[config.mk]
export PLATFORM = sky130hd
export DESIGN_NAME = mul_div_unit_flat
export DESIGN_NICKNAME = d
export VERILOG_FILES = /design/src/rtl/mdu_pkg.sv /design/src/rtl/mul_div_unit_if.sv /design/src/rtl/mdu_sign_fix.sv /design/src/rtl/mul_div_unit.sv /design/src/flat_wrapper.sv
export SDC_FILE = /design/constraint.sdc
export NUM_CORES = 1
export LEC_CHECK = 0
export BUFFER_PORTS_ARGS = -buffer_cell sky130_fd_sc_hd__buf_4
export CAP_MARGIN = 20
export CORE_ASPECT_RATIO = 1.75
export CORE_MARGIN = 10
export CORE_UTILIZATION = 48
export DETAILED_ROUTE_END_ITERATION = 7
export GPL_TIMING_DRIVEN = 0
export HOLD_SLACK_MARGIN = 0.08
export PLACE_DENSITY = 0.7
export SYNTH_ARGS = -nofsm -noshare
export SYNTH_HDL_FRONTEND = slang
export SYNTH_SLANG_ARGS = --single-unit
export TNS_END_PERCENT = 5
[constraint.sdc]
create_clock -name clk_i -period 17.35 [get_ports clk_i]
set_input_delay 0.8675 -clock clk_i [delete_from_list [all_inputs] [get_ports clk_i]]
set_output_delay 0.8675 -clock clk_i [all_outputs]
set_load 0.005 [all_outputs]
[src/rtl/mdu_pkg.sv]
// Shared constants for the MIPS multiply/divide unit: op encodings,
// FSM state encodings, iteration count and small op-decode helpers.
// Imported by mul_div_unit, mdu_sign_fix and the bench.
package mdu_pkg;

  // Operand/result width; one quotient or multiplier bit per iteration.
  localparam int MDU_SIZE = 32;
  localparam int MDU_ITER = MDU_SIZE;

  // op_i encodings
  localparam logic [1:0] MDU_MULT  = 2'b00;
  localparam logic [1:0] MDU_MULTU = 2'b01;
  localparam logic [1:0] MDU_DIV   = 2'b10;
  localparam logic [1:0] MDU_DIVU  = 2'b11;

  // FSM state encodings
  localparam logic [1:0] MDU_IDLE = 2'b00;
  localparam logic [1:0] MDU_CALC = 2'b01;
  localparam logic [1:0] MDU_FIX  = 2'b10;

  function automatic logic op_is_div(input logic [1:0] op);
    return (op == MDU_DIV) || (op == MDU_DIVU);
  endfunction

  function automatic logic op_is_signed(input logic [1:0] op);
    return (op == MDU_MULT) || (op == MDU_DIV);
  endfunction

endpackage

[src/rtl/mul_div_unit_if.sv]
// Handshake/result bundle between the pipeline controller and mul_div_unit.
// master: controller (drives start_i/op_i/src1_i/src2_i, samples busy/done/hi/lo).
// slave: the unit itself.
interface mul_div_unit_if #(
  parameter int size = 32
);
  logic            start_i;
  logic [1:0]      op_i;
  logic [size-1:0] src1_i;
  logic [size-1:0] src2_i;
  logic            busy_o;
  logic            done_o;
  logic [size-1:0] hi_o;
  logic [size-1:0] lo_o;

  modport master (
    output start_i, op_i, src1_i, src2_i,
    input  busy_o, done_o, hi_o, lo_o
  );

  modport slave (
    input  start_i, op_i, src1_i, src2_i,
    output busy_o, done_o, hi_o, lo_o
  );
endinterface

[src/rtl/mdu_sign_fix.sv]
// Purely combinational sign handling for signed MULT/DIV.
// Ports: entry side (src1/src2 -> magnitudes + result sign bits) and exit side
// (raw hi/lo + latched sign bits -> sign-corrected hi/lo). Only built with MDU_SIGNED_EN.
module mdu_sign_fix
  import mdu_pkg::*;
#(
  parameter int size = MDU_SIZE
) (
  // entry: operand magnitudes and result signs
  input  logic            op_signed,
  input  logic [size-1:0] src1,
  input  logic [size-1:0] src2,
  output logic [size-1:0] abs1,
  output logic [size-1:0] abs2,
  output logic            ent_neg_res,
  output logic            ent_neg_rem,
  // exit: sign correction of the raw unsigned result
  input  logic            is_div,
  input  logic            neg_res,
  input  logic            neg_rem,
  input  logic [size-1:0] raw_hi,
  input  logic [size-1:0] raw_lo,
  output logic [size-1:0] fix_hi,
  output logic [size-1:0] fix_lo
);
  logic                s1, s2;
  logic [2*size-1:0]   prod_neg;

  assign s1 = op_signed & src1[size-1];
  assign s2 = op_signed & src2[size-1];

  // |-2^(size-1)| wraps to itself, which reads correctly as unsigned 2^(size-1).
  assign abs1 = s1 ? (~src1 + 1'b1) : src1;
  assign abs2 = s2 ? (~src2 + 1'b1) : src2;

  // Product/quotient sign is the XOR; remainder follows the dividend.
  assign ent_neg_res = s1 ^ s2;
  assign ent_neg_rem = s1;

  // A product is negated as one double-width value so the borrow crosses halves.
  assign prod_neg = ~{raw_hi, raw_lo} + 1'b1;

  always_comb begin
    fix_hi = raw_hi;
    fix_lo = raw_lo;
    if (is_div) begin
      if (neg_res) fix_lo = ~raw_lo + 1'b1;
      if (neg_rem) fix_hi = ~raw_hi + 1'b1;
    end else if (neg_res) begin
      {fix_hi, fix_lo} = prod_neg;
    end
  end

endmodule

[src/rtl/mul_div_unit.sv]
// Multi-cycle MIPS MULT/MULTU/DIV/DIVU unit: shift-add multiply, restoring divide.
// Ports: clk_i, rst_i (async, active-high), mdu (mul_div_unit_if.slave: start/op/src1/src2
// in, busy/done/hi/lo out). Fixed 34-cycle latency; start ignored while busy except in FIX.
// Optional macro MDU_SIGNED_EN enables signed MULT/DIV; otherwise op_i[0] is ignored.
module mul_div_unit
  import mdu_pkg::*;
#(
  parameter int size = MDU_ITER
) (
  input  logic          clk_i,
  input  logic          rst_i,
  mul_div_unit_if.slave mdu
);
  localparam int CW = $clog2(size);

  logic [1:0]        state;
  logic [CW-1:0]     cnt;
  logic              iter_done;   // all iterations done; next CALC edge enters FIX
  logic              is_div_q;
  logic              done_q;
  logic [size-1:0]   opa;         // mul: multiplier (shifts right); div: dividend/quotient (shifts left)
  logic [size-1:0]   opb;         // mul: multiplicand; div: divisor
  logic [size-1:0]   src1_raw;    // original dividend, returned as HI on divide-by-zero
  logic [2*size-1:0] acc;         // mul: product; div: acc[size:0] is the partial remainder
  logic [size-1:0]   hi_q, lo_q;

  logic              launch;
  logic [size-1:0]   ent_a, ent_b;
  logic [size-1:0]   raw_hi, raw_lo, fix_hi, fix_lo;
  logic [size:0]     mul_sum, div_trial;
  logic              div_by_zero;

  // FIX also accepts a new start so operations can run back to back.
  assign launch = mdu.start_i && ((state == MDU_IDLE) || (state == MDU_FIX));

  assign raw_hi = is_div_q ? acc[size-1:0] : acc[2*size-1:size];
  assign raw_lo = is_div_q ? opa : acc[size-1:0];

  assign div_by_zero = is_div_q && (opb == '0);

`ifdef MDU_SIGNED_EN
  logic ent_neg_res, ent_neg_rem;
  logic neg_res_q, neg_rem_q;

  mdu_sign_fix #(.size(size)) u_sign_fix (
    .op_signed   (op_is_signed(mdu.op_i)),
    .src1        (mdu.src1_i),
    .src2        (mdu.src2_i),
    .abs1        (ent_a),
    .abs2        (ent_b),
    .ent_neg_res (ent_neg_res),
    .ent_neg_rem (ent_neg_rem),
    .is_div      (is_div_q),
    .neg_res     (neg_res_q),
    .neg_rem     (neg_rem_q),
    .raw_hi      (raw_hi),
    .raw_lo      (raw_lo),
    .fix_hi      (fix_hi),
    .fix_lo      (fix_lo)
  );

  always_ff @(posedge clk_i or posedge rst_i) begin
    if (rst_i) begin
      neg_res_q <= 1'b0;
      neg_rem_q <= 1'b0;
    end else if (launch) begin
      neg_res_q <= ent_neg_res;
      neg_rem_q <= ent_neg_rem;
    end
  end
`else
  assign ent_a  = mdu.src1_i;
  assign ent_b  = mdu.src2_i;
  assign fix_hi = raw_hi;
  assign fix_lo = raw_lo;
`endif

  // One shift-add step: add the multiplicand into the upper half when the
  // current multiplier bit is set, then shift the whole product right.
  assign mul_sum = {1'b0, acc[2*size-1:size]} + (opa[0] ? {1'b0, opb} : '0);

  // One restoring-division step: shift in the next dividend bit and try
  // subtracting the divisor; a clear top bit means the subtraction fits.
  assign div_trial = {acc[size-1:0], opa[size-1]} - {1'b0, opb};

  always_ff @(posedge clk_i or posedge rst_i) begin
    if (rst_i) begin
      state     <= MDU_IDLE;
      cnt       <= '0;
      iter_done <= 1'b0;
      is_div_q  <= 1'b0;
      done_q    <= 1'b0;
      opa       <= '0;
      opb       <= '0;
      src1_raw  <= '0;
      acc       <= '0;
      hi_q      <= '0;
      lo_q      <= '0;
    end else begin
      done_q <= 1'b0;
      unique case (state)
        MDU_IDLE, MDU_FIX: begin
          if (launch) begin
            state     <= MDU_CALC;
            is_div_q  <= op_is_div(mdu.op_i);
            opa       <= ent_a;
            opb       <= ent_b;
            src1_raw  <= mdu.src1_i;
            acc       <= '0;
            cnt       <= CW'(size - 1);
            iter_done <= 1'b0;
          end else begin
            state <= MDU_IDLE;
          end
        end
        MDU_CALC: begin
          if (!iter_done) begin
            if (is_div_q) begin
              if (!div_trial[size]) begin
                acc[size:0] <= div_trial;
                opa         <= {opa[size-2:0], 1'b1};
              end else begin
                acc[size:0] <= {acc[size-1:0], opa[size-1]};
                opa         <= {opa[size-2:0], 1'b0};
              end
            end else begin
              acc <= {mul_sum, acc[size-1:1]};
              opa <= opa >> 1;
            end
            if (cnt == '0) iter_done <= 1'b1;
            else           cnt       <= cnt - 1'b1;
          end else begin
            // Divide-by-zero bypasses sign correction entirely.
            state  <= MDU_FIX;
            done_q <= 1'b1;
            hi_q   <= div_by_zero ? src1_raw : fix_hi;
            lo_q   <= div_by_zero ? '1       : fix_lo;
          end
        end
        default: state <= MDU_IDLE;
      endcase
    end
  end

  assign mdu.busy_o = (state != MDU_IDLE);
  assign mdu.done_o = done_q;
  assign mdu.hi_o   = hi_q;
  assign mdu.lo_o   = lo_q;

endmodule

[src/flat_wrapper.sv]
// flat-port wrapper written by rule: the top's interface ports become plain ports
module mul_div_unit_flat import mdu_pkg::*;
#(
  parameter int size = MDU_ITER
)
  (clk_i, rst_i, mdu_start_i, mdu_op_i, mdu_src1_i, mdu_src2_i, mdu_busy_o, mdu_done_o, mdu_hi_o, mdu_lo_o);
  mul_div_unit_if #(.size(size)) mdu_i ();
  input  logic clk_i;
  input  logic rst_i;
  input wire logic [$bits(mdu_i.start_i)-1:0] mdu_start_i;
  input wire logic [$bits(mdu_i.op_i)-1:0] mdu_op_i;
  input wire logic [$bits(mdu_i.src1_i)-1:0] mdu_src1_i;
  input wire logic [$bits(mdu_i.src2_i)-1:0] mdu_src2_i;
  output wire logic [$bits(mdu_i.busy_o)-1:0] mdu_busy_o;
  output wire logic [$bits(mdu_i.done_o)-1:0] mdu_done_o;
  output wire logic [$bits(mdu_i.hi_o)-1:0] mdu_hi_o;
  output wire logic [$bits(mdu_i.lo_o)-1:0] mdu_lo_o;
  assign mdu_i.start_i = mdu_start_i;
  assign mdu_i.op_i = mdu_op_i;
  assign mdu_i.src1_i = mdu_src1_i;
  assign mdu_i.src2_i = mdu_src2_i;
  assign mdu_busy_o = mdu_i.busy_o;
  assign mdu_done_o = mdu_i.done_o;
  assign mdu_hi_o = mdu_i.hi_o;
  assign mdu_lo_o = mdu_i.lo_o;
  mul_div_unit #(.size(size)) u_core (.clk_i(clk_i), .rst_i(rst_i), .mdu(mdu_i));
endmodule
* Yosys cells after proc, flatten, opt, wreduce, memory -nomap -nowiden
Cells that the tools add are included.
** Storage, ports and cells
- Output and inout bits :: 66
- Bits in latches :: 0
- Logic and storage cells :: 69
- Memory bits (read-only) :: 0
- Bits in writable memories :: 0
- Register bits :: 234
- Memories kept :: 0
- Input port bits :: 69
** Cells by class
- Bitwise logic cells :: 0
- Add/subtract/negate cells :: 3
- Divide/modulo/power cells :: 0
- $lt $le $gt $ge :: 0
- Multipliers :: 0
- Reduce and logical (&&, ||, !) cells :: 16
- Shifts and indexed selects :: 0
- Multiplexer cells :: 29
- Equal/unequal tests :: 9
** Operator list (count)
- $mux W32 :: 8
- $mux W64 :: 2
- $pmux W64 S2 :: 1
- $mux W33 :: 2
- $pmux W32 S2 :: 1
- $add A32 B33 Y33 :: 1
- $sub A33 B32 Y33 :: 1
- $logic_not A32 Y1 :: 1
- $mux W31 :: 1
- $mux W5 :: 3
- $pmux W5 S2 :: 1
- $reduce_and A4 Y1 :: 2
- $mux W1 :: 7
- $eq A2 B2 Y1 const B :: 3
- $ne A2 B2 Y1 const B :: 3
- $reduce_and A2 Y1 :: 3
- $logic_not A5 Y1 :: 1
- $sub A5 B1 Y5 const B :: 1
- $ne A2 B1 Y1 const B :: 2
- $pmux W2 S2 :: 1
- $reduce_bool A2 Y1 :: 2
- $reduce_and A3 Y1 :: 1
- $eq A2 B1 Y1 const B :: 1
- $logic_and A1 B1 Y1 :: 2
- other kinds (5) :: 6

* Longest topological paths before layout
Gate-level depths: netlist (run 1).
- Depth in word-level cells :: 5
- Depth in mapped cells :: 19
- Gate-level depth less buffers :: 18

* Worst setup path before layout (run 1)
No wires, ideal clock.
- Kind :: flip-flop to flip-flop
- Start :: register u_core.opa[31]
- End :: register u_core.acc[25]
- Required time :: 17.230 ns
- Period minus slack after synthesis :: 3.485 ns
- Stages on the path, launching flop included :: 19
- Slack :: 13.865 ns
- Arrival :: 3.365 ns
- Buffers on the path :: 2
- Setup time :: 0.120 ns
- Cell sequence :: dfrtp_1 > inv_1 > ha_1 > fa_1 > nand2b_1 > a21oi_1 > o21ai_1 > nand3_1 > a21boi_0 > o21ai_0 > nand3_1 > nand2_1 > ha_1 > clkbuf_1 > clkinv_1 > clkbuf_1 > a21oi_1 > o31ai_1 > a31o_1
** Between the ends
- Longest elaborated chain between the ends :: 5
** RTL lines
- start: declaration :: line mul_div_unit.sv:21 : logic [size-1:0] opa;
- start signal: assignment :: line mul_div_unit.sv:106 : opa <= ent_a;
- start signal: assignment :: line mul_div_unit.sv:121 : opa <= {opa[size-2:0], 1'b1};
- start signal: assignment :: line mul_div_unit.sv:124 : opa <= {opa[size-2:0], 1'b0};
- $sub A33 B32 Y33 :: line mul_div_unit.sv:84 : assign div_trial = {acc[size-1:0], opa[size-1]} - {1'b0, opb};
- $mux W33 :: line mul_div_unit.sv:119 : if (!div_trial[size]) begin
- $mux W33 :: line mul_div_unit.sv:118 : if (is_div_q) begin
- $mux W64 :: line mul_div_unit.sv:117 : if (!iter_done) begin
- $pmux W64 S2 :: line mul_div_unit.sv:101 : unique case (state)
- end signal: indexed assignment :: line mul_div_unit.sv:120 : acc[size:0] <= div_trial;
- end signal: indexed assignment :: line mul_div_unit.sv:123 : acc[size:0] <= {acc[size-1:0], opa[size-1]};
- end signal: assignment :: line mul_div_unit.sv:127 : acc <= {mul_sum, acc[size-1:1]};
- end: declaration :: line mul_div_unit.sv:24 : logic [2*size-1:0] acc;
Every way passes these cells. The select of a mux whose other input is x is not followed.
A chain may end at the register's enable or synchronous reset.

* Worst setup path after layout (run 1)
- Start :: register u_core.opb[0]
- End :: register u_core.acc[28]
** Between the ends
- Longest elaborated chain between the ends :: 5
** RTL lines
- start: declaration :: line mul_div_unit.sv:22 : logic [size-1:0] opb;
- start signal: assignment :: line mul_div_unit.sv:107 : opb <= ent_b;
- $sub A33 B32 Y33 :: line mul_div_unit.sv:84
- $mux W33 :: line mul_div_unit.sv:119
- $mux W33 :: line mul_div_unit.sv:118
- $mux W64 :: line mul_div_unit.sv:117
- $pmux W64 S2 :: line mul_div_unit.sv:101
Every way passes these cells. The select of a mux whose other input is x is not followed.

==> impl_metrics.py, run 1 <==
metrics = {
    "setup_path": {
        "worst_r2r_path_depth": 16,
        "criticalPathCategory": "reg2reg",
        "path_cells": "ha_1, fa_1, nand2b_1, a21oi_1, o21ai_1, nand3_1, a21boi_0, o21ai_0, nand3_1, nand2_1, ha_1, clkbuf_1, clkinv_1, clkbuf_1, nor2_1, a21boi_0",
        "crit_path_max_incr_delay_ns": 0.48,
        "slowest_stage": "dfrtp_1",
        "cp.required_ns": 17.74,
        "reg2reg_from": "u_core.opb[0]",
        "rrSetupSlack_ns": 12.33,
        "critPathArrivalTime_ns": 5.40,
        "r2r_end": "u_core.acc[28]",
        "worstPathMaxFanout": 10,
        "start_kind": "register",
        "endpoint_kind": "register",
    },
    "logic_synthesis": {
        "synth-seq-cells": 234,
        "syn_area_mm2": 0.01418,
        "ys.flop_type": "dfrtp_1",
        "syn_nets": 1808,
        "yosysUniqueCellTypes": 63,
        "synthArstFlopShare": 1.000,
        "synth_compound_area_frac": 0.2005,
        "synthMuxAreaShare": 0.07484,
        "synth_simple_gate_area_frac": 0.1720,
        "synth_adder_area_share": 0.06195,
        "postSynthCellCount": 1670,
        "ys_warn_count": 0,
        "synth_top_family_by_area": "compound AO/OA/AOI/OAI gates",
        "synth_edf_count": 0,
        "synth_xor_area_frac": 0.03583,
        "syn_area_per_cell_um2": 8.489,
        "synth-seq-area-share": 0.4130,
    },
    "timing": {
        "post-route-period-util": 0.2892,
        "finClkSkew_ns": 0.01684,
        "period_minus_slack_ns": 5.018,
        "drv_slew": 0,
        "finalHoldViolations": 0,
        "timing.slew.headroom": 0.3233,
        "rsz0062_at_grt": "false",
        "tightest_slew_ns": 1.011,
        "setup_viol": 0,
        "clock.fmax_ghz": 0.1993,
        "fin_tns_setup_ns": 0,
        "fin_ws_ns": 12.33,
    },
    "cts": {
        "cts_hold_buf": 0,
        "htreeDepth": 1,
        "cts_setup_buffers": 0,
        "numCtsBuffers": 23,
        "path_clk_slew_ns": 0.07,
        "cts_tree": "yes",
        "clock_path_buffers": 3,
        "cts.sinks": 234,
        "ctsResizeCount": 0,
        "clk_latency_ns": 0.53,
        "clock-root-buffer": "clkbuf_16",
    },
    "layout": {
        "area_growth_pct": 16.37,
        "layout.nets": 1968,
        "drive_gt1_frac": 0.1030,
        "final_cells": 2226,
        "antennaDiodeCount": 0,
        "final_util": 0.5634,
    },
    "routing": {
        "detail_route.iter0.violations": 959,
        "vias": 12980,
        "first_pass_iters": 5,
        "drt_wl_total_um": 47700,
        "wl_per_cell_um": 21.43,
        "drc_errors": 0,
        "postRouteAntennaNets": 0,
        "viasPerCell": 5.831,
    },
    "die": {
        "io_pins": 135,
        "initial_core_util": 0.4841,
        "die_height_um": 247.4,
        "dieArea_mm2": 0.03708,
        "fp.dieW_um": 149.9,
        "core_mm2": 0.02929,
        "row_count": 83,
    },
    "grt": {
        "track_usage": 0.2510,
        "grt_pass1_wl_um": 73050,
        "grt_antenna_before_repair": 0,
        "grt.overflow.total": 0,
        "grt_start_max_net_pins": 100,
        "grt_pass1_vias": 13290,
    },
    "placement": {
        "place_inst": 2187,
        "pre_cts_ws_ns": 12.44,
        "dp_hpwl_um": 38030,
        "port_buffers": 133,
        "gp_congestion": 0.9272,
    },
    "pwr": {
        "p_leak_uw": 0.007762,
        "ir_worst_vdd_v": 0.0001461,
        "power_uw": 3682,
        "powerDensity_mw_per_mm2": 223.2,
    },
    "outcome": {
        "status": "finished clean",
    },
    "min_path": {
        "timing.hold.worst.class": "in2async",
    },
    "run": {
        "cap_violations": 0,
    },
}
[cells in the final DEF, fill, tap and decap left out, types with 4 or more instances in the layout]
master / synthesis / final
a211oi_1: 9 / 9
a21boi_0: 4 / 4
a21o_1: 24 / 24
a21oi_1: 119 / 119
a22o_1: 5 / 5
a31oi_1: 48 / 48
a41oi_1: 4 / 4
and2_1: 36 / 36
and3_1: 6 / 6
buf_1: 18 / 18
buf_4: 0 / 133
bufinv_16: 0 / 4
clkbuf_1: 85 / 87
clkbuf_16: 0 / 23
clkinv_2: 0 / 5
dfrtp_1: 234 / 234
ha_1: 67 / 67
inv_1: 53 / 52
mux2i_1: 106 / 106
nand2_1: 292 / 292
nand2b_1: 10 / 10
nand3_1: 29 / 29
nand4_1: 13 / 13
nor2_1: 126 / 126
nor2b_1: 10 / 10
nor3_1: 14 / 14
nor4_1: 9 / 9
o211ai_1: 4 / 4
o21a_1: 5 / 5
o21ai_0: 201 / 201
o21ai_1: 10 / 10
o21bai_1: 10 / 10
o31ai_1: 10 / 10
or2_2: 4 / 4
xnor2_1: 32 / 32
xor2_1: 26 / 26
[cells in the mapped netlist, types with 13 or more instances]
| library cell | count | area [µm²] |
|---|---|---|
| nand2_1 | 292 | 1096 |
| dfrtp_1 | 234 | 5856 |
| o21ai_0 | 201 | 1006 |
| nor2_1 | 126 | 473.0 |
| a21oi_1 | 119 | 595.6 |
| mux2i_1 | 106 | 1061 |
| clkbuf_1 | 85 | 319.1 |
| ha_1 | 67 | 838.3 |
| inv_1 | 53 | 198.9 |
| a31oi_1 | 48 | 300.3 |
| and2_1 | 36 | 225.2 |
| xnor2_1 | 32 | 280.3 |
| nand3_1 | 29 | 145.1 |
| xor2_1 | 26 | 227.7 |
| a21o_1 | 24 | 180.2 |
| buf_1 | 18 | 67.56 |
| nor3_1 | 14 | 70.07 |
| nand4_1 | 13 | 81.33 |
[critical path, delay by kind of cell (launching register included)]
family                   cells  cell delay [ns]
buffers and inverters        3             1.26
AO/OA/AOI/OAI                5             1.18
AND/OR/NAND/NOR              5             1.00
adder cells (fa/ha/maj)      3             0.94
flip-flops                   1             0.48
[per-stage QoR]
stage,area (µm²),hold WS (ns)
after floorplan,14180,0.4404
after global placement,15650,0.4522
after detailed placement,15720,0.4565
after CTS,16500,0.3777
after global routing,16500,0.4063
final,16500,0.3639
[flip-flops by register name (all words and copies together), names as in the netlist, 2 cells and up]
register,cells
u_core.cnt,5
u_core.mdu.lo_o,32
u_core.src1_raw,32
u_core.state,2
u_core.mdu.hi_o,32
u_core.opa,32
u_core.opb,32
u_core.acc,64
[cells by family after synthesis]
group                    count (synthesis)
AND/OR/NAND/NOR                        562
AO/OA/AOI/OAI                          483
flip-flops                             234
buffers and inverters                  158
multiplexers                           106
adder cells (fa/ha/maj)                 69
XOR/XNOR                                58
[layer usage]
| metal | GRT usage | wire (µm) | vias to the layer above |
|---|---|---|---|
| met5 | 0 | 0 | - |
| met4 | 0.1512 | 2989 | 0 |
| met3 | 0.02589 | 2368 | 145 |
| met2 | 0.4625 | 25140 | 456 |
| met1 | 0.2683 | 17200 | 6234 |
| li1 | - | - | 6145 |
[worst max path at each step]
stage / start / endpoint / slack, ns / cells past startpoint
3_5_place_dp: u_core.opb[0] / u_core.acc[28] / 12.44 / 16
4_1_cts: u_core.opb[0] / u_core.acc[28] / 12.43 / 16
3_3_place_gp: rst_i / u_core.opb[1] / 7.38 / 2
6_report: u_core.opb[0] / u_core.acc[28] / 12.33 / 16
2_1_floorplan: rst_i / u_core.acc[0] / 10.06 / 1
5_1_grt: u_core.opb[0] / u_core.acc[28] / 12.16 / 16
[layout make-up]
type                    instances  area [µm²]
fillers                      2773       12790
inverters                      55       214.0
repair buffers                135        1054
clock inverters                12       171.4
plain buffers                 103       386.6
flip-flops and latches        234        5856
well taps                     382       478.0
clock buffers                  27       610.6
multi-input cells            1278        7729
[power breakdown]
part	switching (µW)	internal, µW
combinational	1300	837
sequential	249	758
clock	229	312
total	1770	1910
No activity file was read; power rests on OpenSTA's default activity.
==> run 2, diff against run 1 <==
--- a/config.mk
+++ b/config.mk
@@ -13,7 +13,7 @@
 export DETAILED_ROUTE_END_ITERATION = 7
 export GPL_TIMING_DRIVEN = 0
 export HOLD_SLACK_MARGIN = 0.08
-export PLACE_DENSITY = 0.7
+export PLACE_DENSITY = 0.72
 export SYNTH_ARGS = -nofsm -noshare
 export SYNTH_HDL_FRONTEND = slang
 export SYNTH_SLANG_ARGS = --single-unit
==> constraint.sdc (replaced) <==
create_clock -name clk_i -period 4.59 [get_ports clk_i]
set_input_delay 0.2295 -clock clk_i [delete_from_list [all_inputs] [get_ports clk_i]]
set_output_delay 0.2295 -clock clk_i [all_outputs]
set_load 0.005 [all_outputs]
==> run 2 against run 1 <==
Effect of this change:
- global-route usage increased by 1.1 points
- clock skew down 0.00057 ns
- worst setup slack worse by 12 ns
- clock power grew to 3.7 times the previous value
- critical endpoint is now u_core.acc[1]
- via count rose by 2.6%
- sequential cell count is the same
==> impl_metrics.py, run 2 (synthesized netlist as in run 1, its figures left out) <==
metrics = {
    "outcome": {
        "status": "finished clean",
    },
    "timing": {
        "timing.slew.headroom": 0.3410,
        "drv_slew": 0,
        "finClkSkew_ns": 0.01627,
        "post-route-period-util": 0.9467,
        "fin_tns_setup_ns": 0,
        "tightest_slew_ns": 0.9795,
        "finalHoldViolations": 0,
        "clock.fmax_ghz": 0.2301,
        "setup_viol": 0,
        "period_minus_slack_ns": 4.345,
        "rsz0062_at_grt": "true",
    },
    "layout": {
        "area_growth_pct": 21.38,
        "regMostFlops": "u_core.acc",
        "final_util": 0.5876,
        "layout.nets": 2036,
        "drive_gt1_frac": 0.1025,
        "final_cell_mix": "nand2_1, dfrtp_1, o21ai_0",
        "fillers": 2690,
        "multi_input_area_mm2": 0.007731,
        "largest_reg_flops": 64,
        "antennaDiodeCount": 0,
        "layout.area.seq_mm2": 0.005856,
        "final_common_cell": "nand2_1",
    },
    "routing": {
        "postRouteAntennaNets": 0,
        "drt_wl_total_um": 49280,
        "detail_route.iter0.violations": 878,
        "viasPerCell": 5.802,
        "wl_per_cell_um": 21.47,
        "first_pass_iters": 5,
        "drc_errors": 0,
        "vias": 13320,
    },
    "cts": {
        "numCtsBuffers": 23,
        "path_clk_slew_ns": 0.07,
        "htreeDepth": 1,
        "clock_path_buffers": 3,
        "cts_tree": "yes",
        "cts_setup_buffers": 0,
        "clock-root-buffer": "clkbuf_16",
        "clk_latency_ns": 0.54,
        "cts.sinks": 234,
    },
    "placement": {
        "gp_congestion": 0.9484,
        "dp_hpwl_um": 38750,
        "port_buffers": 133,
    },
    "die": {
        "die_height_um": 247.4,
        "core_mm2": 0.02929,
        "fp.dieW_um": 149.9,
        "io_pins": 135,
        "row_count": 83,
        "dieArea_mm2": 0.03708,
        "initial_core_util": 0.4841,
    },
    "grt": {
        "grt_pass1_vias": 13620,
        "grt_antenna_before_repair": 0,
        "grt_pass1_wl_um": 76310,
        "grt_start_max_net_pins": 43,
        "track_usage": 0.2625,
        "grt.overflow.total": 0,
    },
    "pwr": {
        "powerDensity_mw_per_mm2": 812.8,
        "power_uw": 13990,
        "ir_worst_vdd_v": 0.0004485,
        "p_leak_uw": 0.008053,
    },
    "setup_path": {
        "start_kind": "register",
        "endpoint_kind": "register",
        "worstPathMaxFanout": 10,
        "critPathArrivalTime_ns": 4.80,
        "cp.required_ns": 5.05,
        "criticalPathCategory": "reg2reg",
    },
    "run": {
        "cap_violations": 0,
    },
    "min_path": {
        "timing.hold.worst.class": "in2async",
    },
}
-- run 2: metrics by stage --
| step | setup slack, ns | hold WS (ns) | cells | area (µm²) |
|---|---|---|---|---|
| 3_3_place_gp | -0.3784 | 0.4282 | 2185 | 15660 |
| 3_5_place_dp | -0.4129 | 0.2460 | 2191 | 15780 |
| 5_1_grt | -0.003316 | 0.2782 | 2295 | 17210 |
| 2_1_floorplan | 1.105 | 0.3349 | 1670 | 14180 |
| 4_1_cts | 0.09466 | 0.2440 | 2295 | 17210 |
| 6_report | 0.2446 | 0.2467 | 2295 | 17210 |
-- run 2: what timing repair did --
action / in CTS / in global routing
hold buffers: 66 / 0
gates resized for setup: 2 / 3
endpoints found under the hold margin: 250 / 0
pin swaps: 0 / 0
endpoints found under the setup margin: 16 / 11
-- run 2: power by group --
group          switching, µW  internal (µW)
Combinational           4950           3210
Clock                    854           1150
Sequential               957           2870
-- run 2: final timing paths --
kind	cells after the start	slack [ns]	to	startpoint
setup / recovery	16	0.24	u_core.acc[1]	u_core.opb[0]
setup reg to reg	16	0.24	u_core.acc[1]	u_core.opb[0]
min in group clk_i	4	0.45	u_core.opb[0]	mdu_src2_i[0]
hold reg to reg	2	0.47	u_core.src1_raw[6]	u_core.src1_raw[6]
hold / removal	3	0.25	u_core.mdu.hi_o[20]	rst_i
max in group asynchronous	5	3.52	u_core.opa[6]	rst_i
-- run 2: cell type report --
cell class | instances | share of cell area
Clock buffer | 31 | 0.03752
Buffer | 101 | 0.02210
Inverter | 55 | 0.01236
Tap cell | 382 | 0.02778
Sequential cell | 234 | 0.3403
Timing Repair Buffer | 205 | 0.1034
Multi-Input combinational cell | 1278 | 0.4493
Clock inverter | 9 | 0.007271
-- run 2: routing by layer --
layer / part of all wire / up-vias / global-route usage
li1: - / 6272 / -
met1: 0.37 / 6466 / 0.2858
met2: 0.54 / 459 / 0.4912
met3: 0.048 / 119 / 0.02808
met4: 0.047 / 0 / 0.1265
met5: 0 / - / 0
-- run 2: worst max-delay path, stage by stage, from the launching register on --
cell and delay (ns):
dfrtp_1 0.47, ha_1 0.33, fa_1 0.46, nand2b_1 0.18, a21oi_1 0.26, o21ai_1 0.23, nand3_1 0.14, a21boi_0 0.13
o21ai_0 0.38, nand3_1 0.14, nand2_1 0.13, ha_1 0.43, buf_1 0.54, nor2_1 0.08, a21oi_1 0.14, mux2i_1 0.08
o21ai_0 0.15
==> run 3, diff against run 2 <==
--- a/config.mk
+++ b/config.mk
@@ -13,7 +13,7 @@
 export DETAILED_ROUTE_END_ITERATION = 7
 export GPL_TIMING_DRIVEN = 0
 export HOLD_SLACK_MARGIN = 0.08
-export PLACE_DENSITY = 0.72
+export PLACE_DENSITY = 0.7
 export SYNTH_ARGS = -nofsm -noshare
 export SYNTH_HDL_FRONTEND = slang
 export SYNTH_SLANG_ARGS = --single-unit
==> constraint.sdc (replaced) <==
create_clock -name clk_i -period 5.5 [get_ports clk_i]
set_input_delay 0.275 -clock clk_i [delete_from_list [all_inputs] [get_ports clk_i]]
set_output_delay 0.275 -clock clk_i [all_outputs]
set_load 0.005 [all_outputs]
==> run 3 against run 2 <==
Effect of this change:
- sequential cell count did not move
- sequential power fell by 17%
- clock-buffer cell count rose by 4
- wire length fell by 0.36%
- non-clock buffer count rose by 2
- total power fell by 17%
- clock power fell by 18%
- first-iteration DRC count rose by 15%
- global-route usage fell by 0.39 points
- critical path depth did not move
==> impl_metrics.py, run 3 (synthesized netlist as in run 1, its figures left out) <==
metrics = {
    "layout": {
        "final_cell_mix": "nand2_1, dfrtp_1, o21ai_0",
        "largest_reg_flops": 64,
        "regMostFlops": "u_core.acc",
        "final_common_cell": "nand2_1",
        "area_growth_pct": 21.39,
        "final_util": 0.5877,
        "antennaDiodeCount": 0,
        "drive_gt1_frac": 0.1018,
        "layout.nets": 2038,
    },
    "routing": {
        "drc_errors": 0,
        "viasPerCell": 5.833,
        "drt_wl_total_um": 49100,
        "postRouteAntennaNets": 0,
        "first_pass_iters": 6,
        "detail_route.iter0.violations": 1012,
        "vias": 13400,
        "wl_per_cell_um": 21.37,
    },
    "setup_path": {
        "endpoint_kind": "register",
        "cp.required_ns": 5.89,
        "slowest_stage": "clkinv_1",
        "crit_path_max_incr_delay_ns": 0.49,
        "cpLargestDelayFamily": "buffers and inverters",
        "criticalPathCategory": "reg2reg",
        "critPathArrivalTime_ns": 5.39,
        "critical_path_buf_inv_count": 3,
        "worstPathMaxFanout": 10,
        "start_kind": "register",
        "path_cells": "ha_1, fa_1, nand2b_1, a21oi_1, o21ai_1, nand3_1, a21boi_0, o21ai_0, nand3_1, nand2_1, ha_1, clkbuf_1, clkinv_1, clkbuf_1, nor2_1, a21oi_1",
    },
    "die": {
        "initial_core_util": 0.4841,
        "die_height_um": 247.4,
        "row_count": 83,
        "io_pins": 135,
        "core_mm2": 0.02929,
        "fp.dieW_um": 149.9,
        "dieArea_mm2": 0.03708,
    },
    "grt": {
        "grt_pass1_vias": 13740,
        "track_usage": 0.2586,
        "grt_util_met2": 0.4746,
        "use_met3": 0.03045,
        "busiest_layer": "met2",
        "grt_start_max_net_pins": 43,
        "grt_pass1_wl_um": 75540,
        "grt_antenna_before_repair": 0,
        "grt_util_met1": 0.2770,
        "grt.overflow.total": 0,
    },
    "cts": {
        "cts_setup_buffers": 0,
        "cts_tree": "yes",
        "numCtsBuffers": 23,
        "clock-root-buffer": "clkbuf_16",
        "cts_hold_buf": 66,
        "clock_path_buffers": 3,
        "clk_latency_ns": 0.53,
        "path_clk_slew_ns": 0.07,
        "htreeDepth": 1,
        "ctsResizeCount": 0,
        "cts.sinks": 234,
    },
    "timing": {
        "tightest_slew_ns": 1.005,
        "fin_ws_ns": 0.5037,
        "rsz0062_at_grt": "false",
        "finalHoldViolations": 0,
        "fin_tns_setup_ns": 0,
        "drv_slew": 0,
        "clock.fmax_ghz": 0.2001,
        "post-route-period-util": 0.9084,
        "setup_viol": 0,
        "finClkSkew_ns": 0.01693,
        "timing.slew.headroom": 0.3239,
        "period_minus_slack_ns": 4.996,
    },
    "run": {
        "cap_violations": 0,
    },
    "placement": {
        "dp_hpwl_um": 38480,
        "gp_congestion": 0.9252,
        "pre_cts_ws_ns": 0.6137,
        "port_buffers": 133,
    },
    "pwr": {
        "powerDensity_mw_per_mm2": 676.8,
        "p_leak_uw": 0.008056,
        "ir_worst_vdd_v": 0.0003662,
    },
    "outcome": {
        "status": "finished clean",
    },
    "min_path": {
        "timing.hold.worst.class": "in2async",
    },
}
-- run 3: layer usage --
metal | vias to the layer above | routed length, µm
met2 | 489 | 25800
met4 | 0 | 2959
met3 | 150 | 2581
met1 | 6481 | 17760
li1 | 6284 | -
met5 | - | 0
-- run 3: layout make-up --
cell class / instances / area, µm²
tap: 382 / 478.0
fill: 2639 / 12080
clock inverter: 6 / 61.31
sequential: 234 / 5856
clock buffer: 35 / 710.7
timing repair buffer: 205 / 1779
multi-input combinational: 1278 / 7729
inverter: 55 / 210.2
buffer: 103 / 386.6
-- run 3: metrics by stage --
stage | std cells | power [µW] | instance area (µm²) | hold WS, ns
floorplan | 1670 | 7773 | 14180 | 0.3804
global placement | 2185 | 9680 | 15660 | 0.4523
detailed placement | 2191 | 9850 | 15780 | 0.2158
CTS | 2298 | 11550 | 17210 | 0.2216
global route | 2298 | 12480 | 17210 | 0.2629
finish | 2298 | 11650 | 17210 | 0.2299
-- run 3: power breakdown --
part	leakage [µW]	switching (µW)	internal (µW)	total, µW
clock network	0.000382	709	939	1650
logic	0.00468	4140	2680	6820
registers	0.00300	791	2390	3180
-- run 3: worst paths after layout --
| kind | start | to | slack, ns | cells past startpoint |
|---|---|---|---|---|
| setup / recovery | u_core.opb[0] | u_core.acc[22] | 0.50 | 16 |
| hold / removal | rst_i | u_core.mdu.hi_o[21] | 0.23 | 3 |
| setup reg to reg | u_core.opb[0] | u_core.acc[22] | 0.50 | 16 |
| hold reg to reg | u_core.src1_raw[11] | u_core.src1_raw[11] | 0.47 | 2 |
| max in group asynchronous | rst_i | u_core.mdu.lo_o[4] | 4.23 | 6 |
| min in group clk_i | u_core.src1_raw[11] | u_core.src1_raw[11] | 0.47 | 2 |
-- run 3: worst register-to-register path, cell delays in order, from the launching register on --
cell      delay, ns
dfrtp_1        0.48
ha_1           0.33
fa_1           0.47
nand2b_1       0.19
a21oi_1        0.29
o21ai_1        0.24
nand3_1        0.14
a21boi_0       0.13
o21ai_0        0.38
nand3_1        0.13
nand2_1        0.11
ha_1           0.13
clkbuf_1       0.38
clkinv_1       0.49
clkbuf_1       0.45
nor2_1         0.39
a21oi_1        0.14
